## src/rtl/scanout_engine.sv

```systemverilog
// Raster scan-out engine: programmable VGA/DVI timing fed from a prefetch FIFO over a valid/ready pixel stream.
// Define SCANOUT_TESTPAT_EN to add the test_pat input and the colour-bar generator.
module scanout_engine #(
  parameter int H_DISPLAY   = 640,
  parameter int H_FRONT     = 16,
  parameter int H_SYNC      = 96,
  parameter int H_BACK      = 48,
  parameter int V_DISPLAY   = 480,
  parameter int V_FRONT     = 10,
  parameter int V_SYNC      = 2,
  parameter int V_BACK      = 33,
  parameter bit HSYNC_POL   = 1'b0,
  parameter bit VSYNC_POL   = 1'b0,
  parameter int COLORS      = 3,
  parameter int COLOR_DEPTH = 8,
  parameter int FIFO_DEPTH  = 16,
  parameter int PREFILL     = 8
) (
  input  logic                            clk,
  input  logic                            rst,
  input  logic                            enable,
  input  logic                            pix_valid,
  input  logic [COLORS*COLOR_DEPTH-1:0]   pix_data,
  output logic                            pix_ready,
  output logic                            frame_start,
  output logic [COLOR_DEPTH-1:0]          vga_r,
  output logic [COLOR_DEPTH-1:0]          vga_g,
  output logic [COLOR_DEPTH-1:0]          vga_b,
  output logic                            vga_hsync,
  output logic                            vga_vsync,
  output logic                            vga_de,
  output logic                            underflow,
  input  logic                            underflow_clr,
`ifdef SCANOUT_TESTPAT_EN
  input  logic                            test_pat,
`endif
  output logic [1:0]                      dbg_state
);

  localparam int H_TOTAL = H_DISPLAY + H_FRONT + H_SYNC + H_BACK;
  localparam int V_TOTAL = V_DISPLAY + V_FRONT + V_SYNC + V_BACK;
  localparam int XW      = $clog2(H_TOTAL);
  localparam int YW      = $clog2(V_TOTAL);
  localparam int DW      = COLORS * COLOR_DEPTH;
  localparam int AW      = $clog2(FIFO_DEPTH);
  localparam int CW      = AW + 1;

  typedef enum logic [1:0] {S_IDLE = 2'd0, S_PREFILL = 2'd1, S_RUN = 2'd2} state_t;

  state_t                 state, state_nxt;
  logic [XW-1:0]          x;
  logic [YW-1:0]          y;
  logic [31:0]            xi, yi;
  logic [DW-1:0]          mem [FIFO_DEPTH];
  logic [AW-1:0]          wr_ptr, rd_ptr;
  logic [CW-1:0]          fifo_count;
  logic [DW-1:0]          head;
  logic                   fifo_full, fifo_empty, push, pop, flush, flush_frame, fs_nxt;
  logic                   frame_end, active, uf_set, uf_frame, pat_on, hs_on, vs_on;
  logic [COLOR_DEPTH-1:0] bar_r, bar_g, bar_b, nxt_r, nxt_g, nxt_b;

`ifdef SCANOUT_TESTPAT_EN
  logic [2:0] bar_idx;
  assign pat_on  = test_pat;
  assign bar_idx = 3'((xi * 32'd8) / 32'(H_DISPLAY));
  assign bar_r   = {COLOR_DEPTH{bar_idx[2]}};
  assign bar_g   = {COLOR_DEPTH{bar_idx[1]}};
  assign bar_b   = {COLOR_DEPTH{bar_idx[0]}};
`else
  assign pat_on  = 1'b0;
  assign bar_r   = '0;
  assign bar_g   = '0;
  assign bar_b   = '0;
`endif

  assign xi         = 32'(x);
  assign yi         = 32'(y);
  assign fifo_full  = (fifo_count == CW'(FIFO_DEPTH));
  assign fifo_empty = (fifo_count == '0);
  assign head       = mem[rd_ptr];
  assign frame_end  = (xi == H_TOTAL - 1) && (yi == V_TOTAL - 1);
  assign active     = (state == S_RUN) && (xi < H_DISPLAY) && (yi < V_DISPLAY);
  assign pop        = active & ~pat_on & ~fifo_empty;
  assign uf_set     = active & ~pat_on & fifo_empty;
  assign flush      = (state == S_IDLE) | flush_frame;
  assign hs_on      = (state == S_RUN) && (xi >= H_DISPLAY + H_FRONT) && (xi < H_DISPLAY + H_FRONT + H_SYNC);
  assign vs_on      = (state == S_RUN) && (yi >= V_DISPLAY + V_FRONT) && (yi < V_DISPLAY + V_FRONT + V_SYNC);
  assign dbg_state  = state;

  // Stream handshake: a pixel transfers on any cycle with pix_valid & pix_ready; pix_ready never
  // depends on pix_valid, and upstream must hold pix_data stable while pix_valid waits for ready.
  assign pix_ready  = (state != S_IDLE) & ~fifo_full & ~flush & ~pat_on;
  assign push       = pix_valid & pix_ready;

  always_ff @(posedge clk or posedge rst) begin
    if (rst) state <= S_IDLE;
    else     state <= state_nxt;
  end

  // A mid-frame enable drop is only honoured at frame end so the monitor always sees whole frames.
  always_comb begin
    state_nxt   = state;
    fs_nxt      = 1'b0;
    flush_frame = 1'b0;
    case (state)
      S_IDLE: begin
        if (enable) begin
          state_nxt = S_PREFILL;
          fs_nxt    = 1'b1;
        end
      end
      S_PREFILL: begin
        if (!enable)                                       state_nxt = S_IDLE;
        else if ((fifo_count >= CW'(PREFILL)) || pat_on)   state_nxt = S_RUN;
      end
      S_RUN: begin
        if (frame_end) begin
          if (!enable) begin
            state_nxt = S_IDLE;
          end else if (uf_frame) begin
            flush_frame = 1'b1;
            fs_nxt      = 1'b1;
            state_nxt   = S_PREFILL;
          end
        end
      end
      default: state_nxt = S_IDLE;
    endcase
  end

  always_ff @(posedge clk or posedge rst) begin
    if (rst) begin
      x <= '0;
      y <= '0;
    end else if (state != S_RUN) begin
      x <= '0;
      y <= '0;
    end else if (xi == H_TOTAL - 1) begin
      x <= '0;
      y <= (yi == V_TOTAL - 1) ? '0 : y + 1'b1;
    end else begin
      x <= x + 1'b1;
    end
  end

  always_ff @(posedge clk) begin
    if (push) mem[wr_ptr] <= pix_data;
  end

  always_ff @(posedge clk or posedge rst) begin
    if (rst) begin
      wr_ptr     <= '0;
      rd_ptr     <= '0;
      fifo_count <= '0;
    end else if (flush) begin
      wr_ptr     <= '0;
      rd_ptr     <= '0;
      fifo_count <= '0;
    end else begin
      if (push) wr_ptr <= wr_ptr + 1'b1;
      if (pop)  rd_ptr <= rd_ptr + 1'b1;
      case ({push, pop})
        2'b10:   fifo_count <= fifo_count + 1'b1;
        2'b01:   fifo_count <= fifo_count - 1'b1;
        default: fifo_count <= fifo_count;
      endcase
    end
  end

  always_comb begin
    nxt_r = '0;
    nxt_g = '0;
    nxt_b = '0;
    if (active && pat_on) begin
      nxt_r = bar_r;
      nxt_g = bar_g;
      nxt_b = bar_b;
    end else if (pop) begin
      nxt_r = head[DW-1 -: COLOR_DEPTH];
      nxt_g = head[DW-COLOR_DEPTH-1 -: COLOR_DEPTH];
      nxt_b = head[DW-2*COLOR_DEPTH-1 -: COLOR_DEPTH];
    end
  end

  always_ff @(posedge clk or posedge rst) begin
    if (rst) begin
      vga_r       <= '0;
      vga_g       <= '0;
      vga_b       <= '0;
      vga_de      <= 1'b0;
      vga_hsync   <= ~HSYNC_POL;
      vga_vsync   <= ~VSYNC_POL;
      frame_start <= 1'b0;
      underflow   <= 1'b0;
      uf_frame    <= 1'b0;
    end else begin
      vga_r       <= nxt_r;
      vga_g       <= nxt_g;
      vga_b       <= nxt_b;
      vga_de      <= active;
      vga_hsync   <= hs_on ? HSYNC_POL : ~HSYNC_POL;
      vga_vsync   <= vs_on ? VSYNC_POL : ~VSYNC_POL;
      frame_start <= fs_nxt;
      underflow   <= uf_set | (underflow & ~underflow_clr);
      uf_frame    <= ((state != S_RUN) || frame_end) ? 1'b0 : (uf_frame | uf_set);
    end
  end

endmodule
```

## config.mk

```make
export PLATFORM = sky130hd
export DESIGN_NAME = scanout_engine
export DESIGN_NICKNAME = d
export VERILOG_FILES = /design/src/rtl/scanout_engine.sv
export SDC_FILE = /design/constraint.sdc
export NUM_CORES = 1
export LEC_CHECK = 0
export ABC_AREA = 0
export BUFFER_PORTS_ARGS = -buffer_cell sky130_fd_sc_hd__buf_2
export CAP_MARGIN = 20
export CORE_MARGIN = 2
export CORE_UTILIZATION = 30
export DETAILED_ROUTE_END_ITERATION = 10
export GPL_TIMING_DRIVEN = 0
export PLACE_DENSITY_LB_ADDON = 0.2
export SYNTH_ARGS = -nofsm -noshare
export SYNTH_HDL_FRONTEND = slang
export SYNTH_SLANG_ARGS = --single-unit
```

## constraint.sdc

```tcl
create_clock -name clk -period 3.6 [get_ports clk]
set_input_delay 1.08 -clock clk [delete_from_list [all_inputs] [get_ports clk]]
set_output_delay 1.08 -clock clk [all_outputs]
set_load 0.02 [all_outputs]
```

==> flow_summary.ini, run 1 <==
[finish]
n_antenna_cell = 0
layout.cells.non_filler = 1803
layout-drive-gt1-share_pct = 30.9
finalNetCount = 1037
syn_to_final_growth_pct = 19.4
fillers = 5357
final_util_pct = 36.3

[global_route]
overflow = 0
grt_max_degree = 53
grt_pass1_wl_mm = 63.0
antenna_found_initial = 4
grt_pass1_vias = 9053
grt_usage_pct = 14.6

[synth]
syn_nets = 903
synth_seq_cells = 449
syn_area_per_cell_sq_um = 20.3
synth_top_cell_by_area = edfxtp_1
ys.flop_type = edfxtp_1
yosysWarnings = 0
ys_types = 52
synthCells = 863
synth_edf_count = 384
synthArstFlopShare_pct = 14.5
synth.top_cell.area_share_pct = 65.7
netlist_top_cells_area = edfxtp_1, mux4_2, dfrtp_1, and3_1, nor2_1
synth_area_sq_um = 17600
synth_most_common_cell = edfxtp_1
synth_seq_area_share_pct = 74.9
synth_commonest_cells = edfxtp_1, mux4_2, dfrtp_1

[clocking]
clockBufferDepth = 3
cts_num_sinks = 449
cts_tree = built
path_clk_slew_ns = 0.06
htree_levels = 2
clk_latency_ns = 0.62
clockRootBuffer = clkbuf_16
cts_made_buffers = 50
cts_hold_buf = 0

[setup_path]
cp.arrival_ns = 2.48
path_cells = or3_1, or4_4, o31ai_4, clkbuf_8, nor2_2, buf_6
critPathMaxFanout = 2
ff2ff_path_depth = 6
worst_path_max_delay_cell = or4_4
worstSetupPathType = reg -> out
critical_path_required_ns = 2.52
endpoint = pix_ready
r2r_start = rd_ptr[1]
ff2ff_setup_slack_ns = 0.22
critical_path.startpoint = y[4]
slowest_delay_ns = 0.53
reg2reg_to = vga_g[5]
cp-start-kind = register
cp-end-kind = output port

[timing]
rsz0062_at_grt = yes
finalCritPeriodShare_pct = 99.0
period_needed_ns = 3.56
hold_viol_final = 0
skew_ns = 0.0461
finalSetupViolations = 0
maxSlewHeadroom_pct = 27.8
max_freq_mhz = 281
worst_slew_pin_slew_ns = 1.08
report.final.slew_viol_count = 0

[route]
wl_per_cell_microns = 23.9
drc = 0
wirelength_mm = 43.2
ant_nets = 0
routed-via-count = 8714
via_per_inst = 4.83
drtPass1Iterations = 5
dr.first_iter.drc_count = 878

[placement]
port_buffers = 60
dp_hpwl_mm = 25.8
gp_congestion = 0.738
dp.cells = 1701

[power]
leakage_nw = 6.95
peakVddDrop_uv = 391
p_per_area_nw_per_um2 = 790

[floorplan]
placementRows = 88
die_area_sq_um = 60500
die_h_microns = 246
dieWidth_microns = 246
initial_core_util_pct = 30.4
ios = 61
core_sq_um = 57800

[job]
cap_violations = 0

[status]
status = finished, final reports clean

[hold_path]
hp-class = in -> async
-- through the flow --
step | power (mW) | hold WS [ns] | setup WS (ns) | cell area (sq um) | TNS [ns]
floorplan | 9.81 | 0.475 | 0.387 | 17600 | 0
global route | 17.3 | 0.407 | -0.0499 | 21000 | -0.0499
CTS | 16.8 | 0.389 | -0.101 | 20900 | -0.101
global placement | 11.4 | 0.505 | -1.72 | 18800 | -307.64
finish | 16.6 | 0.415 | 0.0372 | 21000 | 0
detailed placement | 11.6 | 0.514 | -0.205 | 19200 | -0.205
-- where the power goes --
group	leakage, nW	internal (mW)	switching [mW]
clock network	0.824	3.03	2.15
registers	4.26	6.38	0.262
logic	1.87	2.21	2.55
total	6.95	11.6	4.95
-- cells in the final DEF, fill, tap and decap left out, types with 5 or more instances in the layout --
cell       count
nand3_1       12
clkbuf_8       9
nand2_1       20
o21ai_0       15
buf_8          5
clkinv_1       5
a21oi_1       10
or3_1          5
dfrtp_1       61
xnor2_1       10
edfxtp_1     384
xor2_1         6
ha_1          10
nor2_1        33
buf_4          8
clkbuf_16     50
nor3_1         7
nand4_1        7
and3_1        25
clkinv_2       9
mux4_2       120
buf_16         6
and2_2        12
clkbuf_1      36
inv_1         15
nand2b_1      10
buf_2         66
-- logic make-up (layout without fill, tap and decap cells) --
group | Yosys count | count (layout) | synth area share, %
simple gates | 157 | 157 | 4.79
fa+ha+maj | 11 | 11 | 0.784
mux | 121 | 121 | 15.4
compound gates | 52 | 52 | 1.98
buf+inv | 57 | 232 | 1.27
flops | 449 | 449 | 74.9
xor+xnor | 16 | 16 | 0.798
-- layout make-up --
type                       instances  area, sq um  share of cell area, %
sequential                       449        13200                   62.8
clock buffer                      67         1400                   6.65
timing repair buffer              83          687                   3.28
buffer                            39          165                  0.787
tap                              765          957                   4.56
multi-input combinational        357         4250                   20.2
clock inverter                    26          294                   1.40
inverter                          17         66.3                  0.316
-- worst max-delay path: cells and delay by family, from the launching register on --
family | cells | cell delay, ns
buf+inv | 2 | 0.32
compound gates | 1 | 0.25
flops | 1 | 0.40
simple gates | 3 | 0.95
-- sequential cells by signal, summed over array words and instances, names as in the netlist, 2 cells and up --
name	flops
fifo_count	5
vga_r	8
y	10
wr_ptr	4
vga_g	8
rd_ptr	4
vga_b	8
mem	384
dbg_state	2
x	10
-- repair_timing --
item | CTS | global route
pin swaps | 3 | 3
setup endpoints to repair | 1 | 1
setup buffers | 6 | 2
hold endpoints to repair | 0 | 0
gates cloned | 0 | 0
resized for setup | 7 | 6
-- how the worst min path moves through the flow --
stage / start / end / slack, ns / depth (start not counted)
final: rst / vga_r[3] / 0.41 / 2
after floorplan: x[0] / x[0] / 0.48 / 1
after global routing: rst / vga_r[3] / 0.41 / 2
after detailed placement: x[0] / x[0] / 0.51 / 1
after CTS: rst / vga_r[3] / 0.39 / 2
after global placement: x[0] / x[0] / 0.50 / 1
-- routing by layer --
metal / vias up / GRT usage (%) / part of all wire (%)
met2: 223 / 23.1 / 47
li1: 3801 / - / -
met5: - / 0 / 0.083
met3: 72 / 2.91 / 4.9
met1: 4612 / 20.5 / 46
met4: 6 / 3.92 / 2.3
Power figures use the tool's default switching activity.
==> run 2, diff against run 1 <==
--- a/config.mk
+++ b/config.mk
@@ -8,6 +8,7 @@
 export ABC_AREA = 0
 export BUFFER_PORTS_ARGS = -buffer_cell sky130_fd_sc_hd__buf_2
 export CAP_MARGIN = 20
+export CORE_ASPECT_RATIO = 0.6
 export CORE_MARGIN = 2
 export CORE_UTILIZATION = 30
 export DETAILED_ROUTE_END_ITERATION = 10
==> run 2 against run 1 <==
- via count about the same
- clock-buffer cell count down 12
- global-route usage about the same
- final cell count down 0.22%
- largest power group unchanged
==> flow_summary.ini, run 2 (same netlist as run 1, synthesis figures left out) <==
[clocking]
cts_made_buffers = 45
clockRootBuffer = clkbuf_16
clk_latency_ns = 0.58
htree_levels = 2
cts_hold_buf = 0
cts_tree = built
cts_num_sinks = 449
clockBufferDepth = 3
path_clk_slew_ns = 0.07

[placement]
placed_area_sq_um = 19200
port_buffers = 60
dp_slack_ns = -0.234
gp_congestion = 0.761
dp.cells = 1706
dp_hpwl_mm = 27.0

[status]
status = finished, final reports clean

[setup_path]
cp-start-kind = register
ff2ff_path_depth = 6
critPathMaxFanout = 2
cp.arrival_ns = 2.49
critical_path_required_ns = 2.52
worstSetupPathType = reg -> out
cp-end-kind = output port

[route]
drc = 0
dr.first_iter.drc_count = 951
wl_per_cell_microns = 24.0
drtPass1Iterations = 5
routed-via-count = 8721
via_per_inst = 4.85
wirelength_mm = 43.1
ant_nets = 0

[timing]
finalSetupViolations = 0
finalCritPeriodShare_pct = 99.2
fin_ws_ns = 0.0306
report.final.slew_viol_count = 0
maxSlewHeadroom_pct = 23.3
skew_ns = 0.0233
hold_viol_final = 0
period_needed_ns = 3.57
worst_slew_pin_slew_ns = 1.14
max_freq_mhz = 280
rsz0062_at_grt = yes

[floorplan]
die_area_sq_um = 60600
core_sq_um = 57700
dieWidth_microns = 316
ios = 61
initial_core_util_pct = 30.4
placementRows = 68
die_h_microns = 191

[finish]
layout.cells.non_filler = 1799
syn_to_final_growth_pct = 18.7
final_common_cell = edfxtp_1
postLayoutCellArea_sq_um = 20900
n_antenna_cell = 0
finalNetCount = 1033
top_regs = mem x384, x x10, y x10
largest_reg_flops = 384
fillers = 5369
final_cell_mix = edfxtp_1, mux4_2, buf_2
layout-drive-gt1-share_pct = 30.7
top_register = mem

[global_route]
grt_usage_pct = 14.6
overflow = 0
grt_max_degree = 50
antenna_found_initial = 0
grt_pass1_wl_mm = 63.5
grt_pass1_vias = 8792

[power]
p_total_mw = 16.3
leakage_nw = 6.87
p_per_area_nw_per_um2 = 780
peakVddDrop_uv = 404

[hold_path]
hp-class = in -> async

[job]
cap_violations = 0
run 2: changes by cell type in the layout (fill, tap and decap cells not counted), moves of 2 or more:
cell / previous run / this run
buf_8: 5 / 3
clkinvlp_4: 2 / 7
clkinv_16: 2 / 0
clkbuf_16: 50 / 46
clkbuf_1: 36 / 33
clkinv_1: 5 / 3
clkbuf_8: 9 / 4
run 2: metal layers:
layer | global-route usage (%) | vias to the layer above | part of all wire, %
met3 | 3.08 | 59 | 5.9
li1 | - | 3791 | -
met1 | 23.7 | 4642 | 52
met5 | 0 | - | 0
met2 | 19.7 | 229 | 41
met4 | 3.10 | 0 | 1.6
run 2: what timing repair did:
item                       4_1_cts  5_1_grt
gates resized for setup          9        3
pin swaps                        4        0
buffers inserted                 9        0
setup endpoints to repair        1        1
cloned                           0        0
run 2: path summary, 6_finish.rpt:
check	startpoint	to	slack, ns
max	y[4]	pix_ready	0.03
min	rst	vga_b[7]	0.47
max reg2reg	rd_ptr[1]	vga_b[6]	0.26
min reg2reg	underflow	underflow	0.54
max in group asynchronous	rst	vga_vsync	2.48
min in group clk	underflow	underflow	0.54
run 2: where the power goes:
part | total [mW] | switching (mW) | internal, mW
combinational | 4.75 | 2.54 | 2.21
sequential | 6.64 | 0.268 | 6.37
clock | 4.88 | 2.09 | 2.79
run 2: through the flow:
| step | utilization, % | TNS, ns | hold slack [ns] |
|---|---|---|---|
| final | 36.2 | 0 | 0.469 |
| after global routing | 36.2 | -0.0462 | 0.474 |
| after CTS | 36.1 | 0 | 0.465 |
| after detailed placement | 33.3 | -0.234 | 0.513 |
| after global placement | 32.6 | -269.28 | 0.501 |
| after floorplan | - | 0 | 0.475 |
run 2: cell type report:
type | count | area [sq um] | share of cell area (%)
tap | 770 | 963 | 4.62
clock inverter | 28 | 317 | 1.52
timing repair buffer | 84 | 712 | 3.41
multi-input combinational | 357 | 4250 | 20.4
clock buffer | 55 | 1210 | 5.83
inverter | 17 | 66.3 | 0.318
sequential | 449 | 13200 | 63.1
buffer | 39 | 165 | 0.792
run 2: critical path, stage by stage (launching register included):
cell,delay (ns)
dfrtp_1,0.39
or3_4,0.39
or4_4,0.53
o31ai_4,0.26
clkbuf_8,0.19
nor2_2,0.05
buf_6,0.13
